File: src/rtl/mem_arbiter.sv
// Round-robin scheduler of per-port read/write beats onto one shared memory port (optional ARB_WR_PRIORITY_EN: writes first).
// Latency: request sampled at edge t -> grant in cycle t+1; o_rd_valid one cycle after o_grant_rd; zero-bubble hand-off.
// Backpressure: a port's request level is its demand; it holds the request until granted, bursts are capped at MAX_BURST.
module mem_arbiter #(
    parameter int PORT_COUNT = 4,
    parameter int MAX_BURST  = 4
) (
    input  logic                          i_clk,
    input  logic                          i_rstn,
    input  logic [PORT_COUNT-1:0]         i_req_rd,
    input  logic [PORT_COUNT-1:0]         i_req_wr,
    output logic [PORT_COUNT-1:0]         o_grant_rd,
    output logic [PORT_COUNT-1:0]         o_grant_wr,
    output logic [PORT_COUNT-1:0]         o_rd_valid,
    output logic [$clog2(PORT_COUNT)-1:0] o_owner,
    output logic                          o_owner_wr,
    output logic                          o_busy
);

    localparam int PW = $clog2(PORT_COUNT);
    localparam int CW = $clog2(MAX_BURST + 1);

    typedef enum logic {ST_IDLE, ST_OWN} state_t;

    state_t              state;
    logic [PW-1:0]       ptr;
    logic [CW-1:0]       cnt;

    logic                sel_vld;
    logic [PW-1:0]       sel_port;
    logic                sel_wr;
    logic [PORT_COUNT-1:0] sel_onehot;
    logic [PW-1:0]       ptr_next;
    logic                own_req;
    logic                cont;

    // Offsets are scanned from farthest to nearest so the port closest to ptr wins.
    always_comb begin
        int idx;
        idx      = 0;
        sel_vld  = 1'b0;
        sel_port = '0;
        sel_wr   = 1'b0;
`ifdef ARB_WR_PRIORITY_EN
        for (int k = PORT_COUNT - 1; k >= 0; k--) begin
            idx = int'(ptr) + k;
            if (idx >= PORT_COUNT) idx = idx - PORT_COUNT;
            if (i_req_rd[idx]) begin
                sel_vld  = 1'b1;
                sel_port = PW'(idx);
                sel_wr   = 1'b0;
            end
        end
        // Second pass lets any pending write override every read.
        for (int k = PORT_COUNT - 1; k >= 0; k--) begin
            idx = int'(ptr) + k;
            if (idx >= PORT_COUNT) idx = idx - PORT_COUNT;
            if (i_req_wr[idx]) begin
                sel_vld  = 1'b1;
                sel_port = PW'(idx);
                sel_wr   = 1'b1;
            end
        end
`else
        for (int k = PORT_COUNT - 1; k >= 0; k--) begin
            idx = int'(ptr) + k;
            if (idx >= PORT_COUNT) idx = idx - PORT_COUNT;
            if (i_req_rd[idx]) begin
                sel_vld  = 1'b1;
                sel_port = PW'(idx);
                sel_wr   = 1'b0;
            end else if (i_req_wr[idx]) begin
                sel_vld  = 1'b1;
                sel_port = PW'(idx);
                sel_wr   = 1'b1;
            end
        end
`endif
    end

    assign sel_onehot = {{(PORT_COUNT-1){1'b0}}, 1'b1} << sel_port;
    assign ptr_next   = (sel_port == PW'(PORT_COUNT - 1)) ? '0 : sel_port + PW'(1);
    assign own_req    = o_owner_wr ? i_req_wr[o_owner] : i_req_rd[o_owner];
    assign cont       = own_req && (cnt < CW'(MAX_BURST));

    always_ff @(posedge i_clk or negedge i_rstn) begin
        if (!i_rstn) begin
            state      <= ST_IDLE;
            ptr        <= '0;
            cnt        <= '0;
            o_grant_rd <= '0;
            o_grant_wr <= '0;
            o_rd_valid <= '0;
            o_owner    <= '0;
            o_owner_wr <= 1'b0;
            o_busy     <= 1'b0;
        end else begin
            o_rd_valid <= o_grant_rd;
            if (state == ST_OWN && cont) begin
                cnt <= cnt + CW'(1);
            end else if (sel_vld) begin
                state      <= ST_OWN;
                ptr        <= ptr_next;
                cnt        <= CW'(1);
                o_grant_rd <= sel_wr ? '0 : sel_onehot;
                o_grant_wr <= sel_wr ? sel_onehot : '0;
                o_owner    <= sel_port;
                o_owner_wr <= sel_wr;
                o_busy     <= 1'b1;
            end else begin
                // Owner and owner_wr keep their last value while idle.
                state      <= ST_IDLE;
                cnt        <= '0;
                o_grant_rd <= '0;
                o_grant_wr <= '0;
                o_busy     <= 1'b0;
            end
        end
    end

endmodule

File: config.mk
export PLATFORM = sky130hd
export DESIGN_NAME = mem_arbiter
export DESIGN_NICKNAME = d
export VERILOG_FILES = /design/src/rtl/mem_arbiter.sv
export SDC_FILE = /design/constraint.sdc
export NUM_CORES = 1
export LEC_CHECK = 0
export ABC_AREA = 1
export CAP_MARGIN = 20
export CORE_MARGIN = 3
export CORE_UTILIZATION = 48
export CTS_BUF_LIST = sky130_fd_sc_hd__clkbuf_4 sky130_fd_sc_hd__clkbuf_8
export DETAILED_ROUTE_END_ITERATION = 16
export GPL_ROUTABILITY_DRIVEN = 0
export GPL_TIMING_DRIVEN = 0
export MAX_ROUTING_LAYER = met4
export PLACE_DENSITY = 0.77
export SKIP_LAST_GASP = 1
export SYNTH_ARGS = -nofsm -noshare
export SYNTH_HDL_FRONTEND = slang
export SYNTH_SLANG_ARGS = --single-unit
File: constraint.sdc
create_clock -name i_clk -period 1.9 [get_ports i_clk]
set_clock_uncertainty 0.2 [all_clocks]
set_input_delay 0.38 -clock i_clk [delete_from_list [all_inputs] [get_ports i_clk]]
set_output_delay 0.38 -clock i_clk [all_outputs]
set_load 0.02 [all_outputs]
==> summary.md <==
| Metric | Value |
|---|---|
| Clk buf depth | 2 |
| Async S/R FF share, synth | between 90% and 100% |
| CORE AREA | ~2600 um^2 |
| Minimum clock period | roughly 2.2 ns |
| GRT Util Overall | 20.2% |
| CP Max Fanout | 6 |
| Status | complete, but fails checks |
| TritonCTS clock tree | done |
| Total gr overflow | 0 |
| Dpl cells | between 200 and 300 |
| Non-Filler Instances | 265 |
| Final Setup Violations | 14 |
| Worst-path clk slew | 0.12 ns |
| Remaining antenna violation count | 0 |
| Row count | 18 |
| Syn nets | 210 |
| Fin nets | between 200 and 300 |
| Global-route wire length before repair | ~5300 um |
| Post-synth EDFFs | 0 |
| Fin crit share | 118% |
| R2r setup slk | -0.34 ns |
| Ys Warns | 0 |
| Yosys cell types | 21 |
| Mapped Area | ~1400 um^2 |
| Port buffer count | 25 |
| Drt initial violations | just under 80 |
| DRT Pass-1 Iters | 4 |
| Crit path launch | ptr[0] |
| Yosys top cell area share | 38.2% |
| DRC violations left | 0 |
| H-tree depth | 1 |
| CP arrival | approximately 2.3 ns |
| Violated checks | setup timing |
| Final WL | between 3000 and 4000 um |
| Critical path class | register to register |
| Clk Latency, worst-skew pair | around 0.31 ns |
| DP HPWL | between 2000 and 2500 um |
| Setup TNS | -3.45 ns |
| Vias per std cell | 5.42 |
| DIE HEIGHT | about 60 um |
| # IOs | 26 |
| Unrepaired setup endpoints after global routing | true |
| Endpoint of the worst register-to-register path | o_grant_wr[3] |
| CTS Hold Buffers Added | 0 |
| Max Cap Viol | 0 |
| Startpoint Class | register |
| Commonest cells in the netlist | nand2_1, inv_1, dfrtp_1 |
| Clock sink count | 21 |
| Critical R2R Launch | ptr[0] |
| Die area | around 3500 um^2 |
| CTS Root Cell | clkbuf_4 |
| Mean Syn Cell Area | between 7 and 8 um^2 |
| Crit end category | register |
| Routed via count | between 1000 and 1500 |
| Slew @ Worst Pin | slightly above 0.9 ns |
| Fillers | roughly 150 |
| Endpoints failing hold | 0 |
| Number of antenna violations at the first check in global routing | 0 |
| Vias in the first global route | 1252 |
| Die Span X | slightly below 60 um |
| Area grow syn2layout | 53.2% |
| Fmax | between 0.4 and 0.5 GHz |
| Max Slew Vio Count | 0 |
| Hold Path Class | register to register |
| CTS Buf Count | 3 |
| Fin worst setup slack | -0.344 ns |
| Cells after synthesis | 195 |
| Synth area leader | dfrtp_1 |
| Sequential-to-total area share from yosys stat | 38.2% |
| Ys flop type | dfrtp_1 |
| Layout cells sized above 1 | around two fifths |
| Reg2reg path depth | 16 |
| Routed length per instance | approximately 14 um |
| Effective utilization at floorplan | between 50% and 60% |
| Largest net degree at the start of global routing | 22 |
| Top area cells in the synthesized netlist | dfrtp_1, nand2_1, inv_1 |
| Top-count cell post-synth | nand2_1 |
| Rel. slew slack | 37.5% |
| Synth Register Bits | 21 |
| N_diodes | 0 |
| Setup crit end | o_grant_wr[3] |
| Post-layout util | about four fifths |
| Worst hold slack | between 0.2 and 0.25 ns |
| Worst Path Required | 1.95 ns |
per-stage QoR:
stage                     cell area [um^2]  setup slack (ns)
after global routing                  2110            -0.415
after CTS                             1820            -0.248
final                                 2110            -0.344
after floorplan                       1450           -0.0421
after global placement                1740            -0.624
after detailed placement              1740            -0.677
layout by cell type (no fill, tap or decap), types with 4 or more instances in the layout:
| cell | n |
|---|---|
| buf_4 | 8 |
| clkdlybuf4s50_1 | 14 |
| dfrtp_1 | 19 |
| dlygate4sd2_1 | 6 |
| dlymetal6s2s_1 | 5 |
| ha_4 | 4 |
| inv_1 | 16 |
| inv_2 | 5 |
| inv_4 | 4 |
| nand2_1 | 55 |
| nand2_2 | 27 |
| nand2_4 | 12 |
| nand3_1 | 9 |
| nand3_2 | 7 |
| nor2_1 | 5 |
| nor2_4 | 8 |
| o21ai_1 | 4 |
per-layer routing:
layer	global-route usage [%]	vias to the layer above	part of all wire (%)
met2	31.4	62	49
met5	-	-	0
met1	26.9	684	43
met4	7.28	0	2.0
met3	2.61	9	6.5
li1	-	682	-
area by class of cell:
type | instances | area [um^2] | share of cell area, %
Timing Repair Buffer | 35 | 360 | 17.1
Buffer | 2 | 20.0 | 0.950
Clock inverter | 1 | 5.00 | 0.237
Clock buffer | 3 | 22.5 | 1.07
Sequential cell | 21 | 528 | 25.0
Multi-Input combinational cell | 146 | 1010 | 48.1
Inverter | 27 | 121 | 5.76
Tap cell | 30 | 37.5 | 1.78
logic make-up after synthesis:
group,synth area share (%)
compound gates,4.18
flops,38.2
fa+ha+maj,4.55
buf+inv,8.91
simple gates,44.2
timing repair:
action                                  in CTS  in global routing
endpoints found under the setup margin      20                 19
resized for setup                           11                 58
pin swaps                                    3                 33
setup buffers                                4                  5
cloned                                       1                  1
registers in the layout, summed over array words and instances (netlist names):
signal,count
cnt,3
o_owner_wr,1
state,1
o_grant_rd,4
o_grant_wr,4
o_owner,2
o_rd_valid,4
ptr,2
how the worst min path moves through the flow:
stage                  startpoint             to  slack (ns)  cells after the start
floorplan                  i_rstn         cnt[0]       -0.12                      0
global placement    o_grant_rd[1]  o_rd_valid[1]        0.19                      0
detailed placement  o_grant_rd[1]  o_rd_valid[1]        0.19                      0
CTS                 o_grant_rd[1]  o_rd_valid[1]        0.22                      0
global route        o_grant_rd[1]  o_rd_valid[1]        0.24                      0
finish              o_grant_rd[1]  o_rd_valid[1]        0.22                      0
worst max-delay path: stages (launching register included):
cell,delay [ns]
dfrtp_2,0.50
clkbuf_16,0.19
nand2_1,0.09
nand3_1,0.16
nand2_2,0.10
nor2_4,0.10
inv_1,0.06
nand2_2,0.07
nand2_1,0.06
nand2_2,0.07
nand2_4,0.09
inv_4,0.09
ha_4,0.12
inv_2,0.04
nor2_4,0.11
nand3_2,0.06
nand2_1,0.07
Power is not shown: default switching activity piles up to over one toggle a cycle in this logic, so the estimate is an artifact.
